`config.mk`:
```
export PLATFORM = sky130hd
export DESIGN_NAME = sum_accum_seq
export DESIGN_NICKNAME = d
export VERILOG_FILES = /design/src/rtl/adder_pkg.sv /design/src/rtl/sat_add.sv /design/src/rtl/sum_accum_seq.sv
export SDC_FILE = /design/constraint.sdc
export NUM_CORES = 1
export LEC_CHECK = 0
export BUFFER_PORTS_ARGS = -buffer_cell sky130_fd_sc_hd__buf_2
export CAP_MARGIN = 0
export CORE_MARGIN = 2
export CORE_UTILIZATION = 55
export CTS_CLUSTER_SIZE = 14
export DETAILED_ROUTE_END_ITERATION = 12
export PLACE_DENSITY = 0.82
export SYNTH_ARGS = -nofsm -noshare
export SYNTH_HDL_FRONTEND = slang
export SYNTH_SLANG_ARGS = --single-unit
```
`constraint.sdc`:
```
create_clock -name clk -period 4.7 [get_ports clk]
set_clock_uncertainty 0.2 [all_clocks]
set_input_delay 0.705 -clock clk [delete_from_list [all_inputs] [get_ports clk]]
set_output_delay 0.705 -clock clk [all_outputs]
set_load 0.02 [all_outputs]
```
`src/rtl/adder_pkg.sv`:
```
// adder_pkg: shared widths and FSM state encoding for the sum accumulator
package adder_pkg;
  localparam int SUM_W = 5;
  localparam int CNT_W = 8;
  typedef enum logic [1:0] {IDLE = 2'd0, ACCUM = 2'd1, DONE = 2'd2} state_t;
endpackage

```
`src/rtl/sat_add.sv`:
```
// sat_add: signed accumulator adder with overflow detect; saturates when SUM_ACCUM_SAT_EN is defined, else wraps
module sat_add
  import adder_pkg::*;
#(
  parameter int ACC_W = 8
) (
  input  logic [ACC_W-1:0] a,
  input  logic [SUM_W-1:0] b,
  output logic [ACC_W-1:0] y,
  output logic             ovf
);
  logic [ACC_W-1:0] b_ext, raw;
  assign b_ext = {{(ACC_W-SUM_W){b[SUM_W-1]}}, b};
  assign raw = a + b_ext;
  assign ovf = (a[ACC_W-1] == b_ext[ACC_W-1]) && (raw[ACC_W-1] != a[ACC_W-1]);
`ifdef SUM_ACCUM_SAT_EN
  assign y = !ovf ? raw : a[ACC_W-1] ? {1'b1, {(ACC_W-1){1'b0}}} : {1'b0, {(ACC_W-1){1'b1}}};
`else
  assign y = raw;
`endif
endmodule

```
`src/rtl/sum_accum_seq.sv`:
```
// sum_accum_seq: accumulates N_SAMPLES adder sums per frame behind valid/ready handshakes (SUM_ACCUM_SAT_EN selects saturation)
module sum_accum_seq
  import adder_pkg::*;
#(
  parameter int N_SAMPLES = 4,
  parameter int ACC_W     = 8
) (
  input  logic             clk,
  input  logic             rst_n,
  input  logic             clear,
  input  logic             in_valid,
  output logic             in_ready,
  input  logic [SUM_W-1:0] sum_in,
  output logic             out_valid,
  input  logic             out_ready,
  output logic [ACC_W-1:0] acc_out,
  output logic [CNT_W-1:0] sample_cnt,
  output logic             ovf
);
  state_t           state;
  logic [ACC_W-1:0] add_y;
  logic             add_ovf;
  logic             accept;
  sat_add #(.ACC_W(ACC_W)) u_add (.a(acc_out), .b(sum_in), .y(add_y), .ovf(add_ovf));
  assign in_ready = rst_n & ~clear & (state != DONE);
  assign accept = in_valid & in_ready;
  always_ff @(posedge clk) begin
    if (!rst_n || clear || (out_valid && out_ready)) begin
      state      <= IDLE;
      acc_out    <= '0;
      sample_cnt <= '0;
      ovf        <= 1'b0;
      out_valid  <= 1'b0;
    end else if (accept) begin
      acc_out    <= add_y;
      sample_cnt <= sample_cnt + 1'b1;
      ovf        <= ovf | add_ovf;
      state      <= (sample_cnt == CNT_W'(N_SAMPLES - 1)) ? DONE : ACCUM;
      out_valid  <= (sample_cnt == CNT_W'(N_SAMPLES - 1));
    end
  end
endmodule

```
---- Word level (Yosys, flattened, before mapping) ----
Index checks and enable logic that the tools add are counted.
word-level totals
  bits in registers ....................... 20
  word-level logic and storage cells ...... 22
operators by class
  bitwise operators ....................... 5
  add/subtract/negate cells ............... 2
  multiplexer cells ....................... 1
  reduce and logical (&&, ||, !) cells .... 5
  equality and inequality tests ........... 4
operators with widths
  kind                                            count
  adder 8 x 1 -> 8 bit (second input constant)    1
  adder 8 bit                                     1
  == test 8 x 2 -> 1 bit (second input constant)  1
  AND 1 bit                                       3
  logical AND 1 bit                               2
  logical OR 1 bit                                2
  two-way mux 2 bit                               1
  != test 2 bit (second input constant)           1
  == test 1 bit                                   1
  logical NOT 1 bit                               1
  != test 1 bit                                   1
  NOT 1 bit                                       1
  bitwise OR 1 bit                                1

---- Logic depth before layout (Yosys ltp) ----
  word-level depth ........................ 4
  depth in mapped cells ................... 7
  mapped depth without buffers ............ 7

---- Hierarchy ----
Synthesis repeated with hierarchy kept, for this count alone.
second synthesis, totals
  cell total of the unflattened synthesis .. 129
  area total of the unflattened synthesis .. 1056.0 um^2
by module, submodules not included
  module         cells an instance  times used  area an instance (um^2)  seq. area each (um^2)
  sum_accum_seq  95                 1           777.0                    380.4
  sat_add        34                 1           279.0                    0.0

---- Worst setup path before layout ----
No wires, ideal clock.
  path kind ............................... input-to-reg
  start ................................... input sum_in[0]
  end ..................................... register acc_out[6]
  arrival ................................. 2.004 ns
  path slack .............................. 2.379 ns
  buffers on the path ..................... 0
  stages on the path ...................... 7
  cells stage by stage .................... ha_1 -> fa_1 -> a21o_1 -> a21oi_1 -> o21ai_0 -> mux2i_1 -> nand2_1
between the ends
  cells in the longest elaborated chain, start to end .. 1
RTL lines
  element                 RTL line             RTL
  start: declaration      sum_accum_seq.sv:13  input logic [SUM_W-1:0] sum_in,
  adder 8 bit             sat_add.sv:14        assign raw = a + b_ext;
  end signal: assignment  sum_accum_seq.sv:35  acc_out <= add_y;
  end: declaration        sum_accum_seq.sv:16  output logic [ACC_W-1:0] acc_out,
Every way passes these cells.
A chain may end at the register's enable or synchronous reset.

---- Final worst setup path ----
  start ................................... input clear
  end ..................................... register state[0]
between the ends
  cells in the longest elaborated chain, start to end .. 4
  elaborated cells between the ends (all ways) .. 6
  those cells by class .................... bitwise (4); reduce/logical (2)
RTL lines
  element                 RTL line             RTL
  start: declaration      sum_accum_seq.sv:10  input logic clear,
  NOT 1 bit               sum_accum_seq.sv:25  assign in_ready = rst_n & ~clear & (state != DONE);
  AND 1 bit (2 in a row)  sum_accum_seq.sv:25
  AND 1 bit               sum_accum_seq.sv:26  assign accept = in_valid & in_ready;
  end signal: assignment  sum_accum_seq.sv:38  state <= (sample_cnt == CNT_W'(N_SAMPLES - 1)) ? DONE : ACCUM;
  end: declaration        sum_accum_seq.sv:20  state_t state;
Parallel ways exist; a longest one is shown, timed or not.

==> impl_metrics.env <==
export IMPL_synth_area_leaders="dfxtp_1 (36%), ha_1 (9.4%), nand2_1 (8.1%)"
export IMPL_area_growth_pct=16.7
export IMPL_grt_pass1_wl_um=3220
export IMPL_cp_max_fo=16
export IMPL_peakVddDrop_mv=0.157
export IMPL_hold_violations=0
export IMPL_grt_pass1_vias=782
export IMPL_postCtsHoldBufs=0
export IMPL_layout_cells_non_filler=178
export IMPL_synth_top_cell_by_area="dfxtp_1"
export IMPL_slew_viol_final=0
export IMPL_p_leak_nw=0.573
export IMPL_cts_tree="done"
export IMPL_cts_root_buf="clkbuf_4"
export IMPL_mostFrequentLayoutCell="buf_2"
export IMPL_drive_gt1_share_pct=24.8
export IMPL_postSynthCellCount=125
export IMPL_cts_max_path_buffers=2
export IMPL_grt_max_degree=19
export IMPL_clock_latency_ps=280
export IMPL_worst_ep_arrival_time_ps=2290
export IMPL_cts_buffers=3
export IMPL_hold_class="register to register"
export IMPL_drt_wl_total_um=2040
export IMPL_gr_total_overflow=0
export IMPL_start_util_pct=60.0
export IMPL_worst_pin_slew_ps=625
export IMPL_viasPerCell=5.38
export IMPL_place_gp_congestion=0.782
export IMPL_final_period_utilization_pct=48.8
export IMPL_io_pins=29
export IMPL_h_tree_depth=1
export IMPL_drtIter0Drc=10
export IMPL_critPathRequiredTime_ps=4690
export IMPL_max_freq_mhz=436
export IMPL_end_kind="register"
export IMPL_coreArea_um2=1780
export IMPL_outcome="completed"
export IMPL_die_area_um2=2310
export IMPL_final_antenna_net_count=0
export IMPL_holdWs_ps=270
export IMPL_synth_top_area_share_pct=35.6
export IMPL_antenna_cells=0
export IMPL_groute_usage_overall_pct=19.6
export IMPL_cts_resized_gates=0
export IMPL_dp_cells=174
export IMPL_std_cell_rows=15
export IMPL_ys_types=37
export IMPL_yosysWarnings=0
export IMPL_ys_seq_elements=19
export IMPL_powerDensity_nw_per_um2=221
export IMPL_cts_sinks=19
export IMPL_startpoint_type="input pin"
export IMPL_portBuffers=28
export IMPL_clk_pin_slew_ps=110
export IMPL_dr_pass1_iters=4
export IMPL_routedWlPerCell_um=11.5
export IMPL_synthArstFlopShare_pct=0
export IMPL_fin_crit_ps=2300
export IMPL_drv_cap=0
export IMPL_layout_nets=173
export IMPL_rsz0062_at_grt="false"
export IMPL_slew_headroom_pct=58.2
export IMPL_num_vias=957
export IMPL_die_y_um=48.1
export IMPL_yosysSeqAreaShare_pct=35.6
export IMPL_syn_cell_area_um2=1070
export IMPL_final_cell_mix="buf_2 (28), nand2_1 (23), dfxtp_1 (19), a21oi_1 (10)"
export IMPL_finalSetupTns_ps=0
export IMPL_hold_path_depth=2
export IMPL_ys_flop_type="dfxtp_1"
export IMPL_die_w_um=48.1
export IMPL_critical_path_class="input pin to register"
export IMPL_place_area_um2=1220
export IMPL_synth_fp_nets=144
export IMPL_synth_edf_count=0
export IMPL_drc=0
export IMPL_cts_setup_buffers=0
export IMPL_antenna_found_initial=0
export IMPL_dp_hpwl_um=1510
export IMPL_synth_avg_cell_area_um2=8.56
export IMPL_r2r_cells=5
export IMPL_setup_viol=0
export IMPL_finalInstanceArea_um2=1250
[power by group]
part / internal (mW) / switching (mW) / total (mW)
combinational: 0.0131 / 0.0194 / 0.0325
sequential: 0.162 / 0.00125 / 0.164
clock: 0.0316 / 0.0484 / 0.0799
total: 0.207 / 0.0690 / 0.276
[flip-flops by register name (all words and copies together), names as in the netlist]
signal and count:
acc_out 8, sample_cnt 8, out_valid 1, ovf 1, state 1
[cell usage after synthesis, types with 4 or more instances]
cell     count
nand2_1     23
ha_1         8
mux2i_1      4
nor2_1       8
a21oi_1     10
dfxtp_1     19
xnor2_1      6
[per-layer routing]
layer  global-route usage, %  up-vias  wire (um)
met1                    26.0      430        962
li1                        -      500          -
met5                       0        -          0
met4                    6.49        0         13
met3                    4.44        2         85
met2                    31.7       25        978
[cell type report]
type                            instances  area [um^2]
Clock inverter                          1         5.00
Timing Repair Buffer                   28          140
Tap cell                               25         31.3
Inverter                                1         3.75
Clock buffer                            3         22.5
Sequential cell                        19          380
Fill cell                             149          534
Multi-Input combinational cell        101          666
[worst max-delay path, cell delays in order]
cell and delay, ps:
buf_2 110, nor2b_4 130, and3_1 570, nand2_2 130
or4_4 510, o211a_1 140
[final timing paths]
path	startpoint	endpoint	slack (ps)
worst max register to register	state[0]	state[0]	2600
worst min register to register	ovf	ovf	270
worst max-delay path	clear	state[0]	2400
worst min-delay path	ovf	ovf	270
[stage by stage]
| step | total power, mW | worst slack, ps | util (%) |
|---|---|---|---|
| global placement | 0.199 | 2150 | 68.5 |
| floorplan | 0.190 | 2380 | - |
| CTS | 0.281 | 2440 | 70.0 |
| global route | 0.293 | 2330 | 70.0 |
| finish | 0.276 | 2400 | 70.0 |
| detailed placement | 0.200 | 2120 | 68.5 |
[logic make-up after synthesis]
kind of cell | after synthesis | share of synthesized area [%]
buffers and inverters | 5 | 2.22
xor gates and xnor gates | 9 | 7.37
muxes | 4 | 3.74
DFF | 19 | 35.6
adders and majority gates | 9 | 11.2
AOI/OAI and AO/OA | 24 | 14.2
and+or+nand+nor | 55 | 25.7
(Power assumes the default switching activity.)
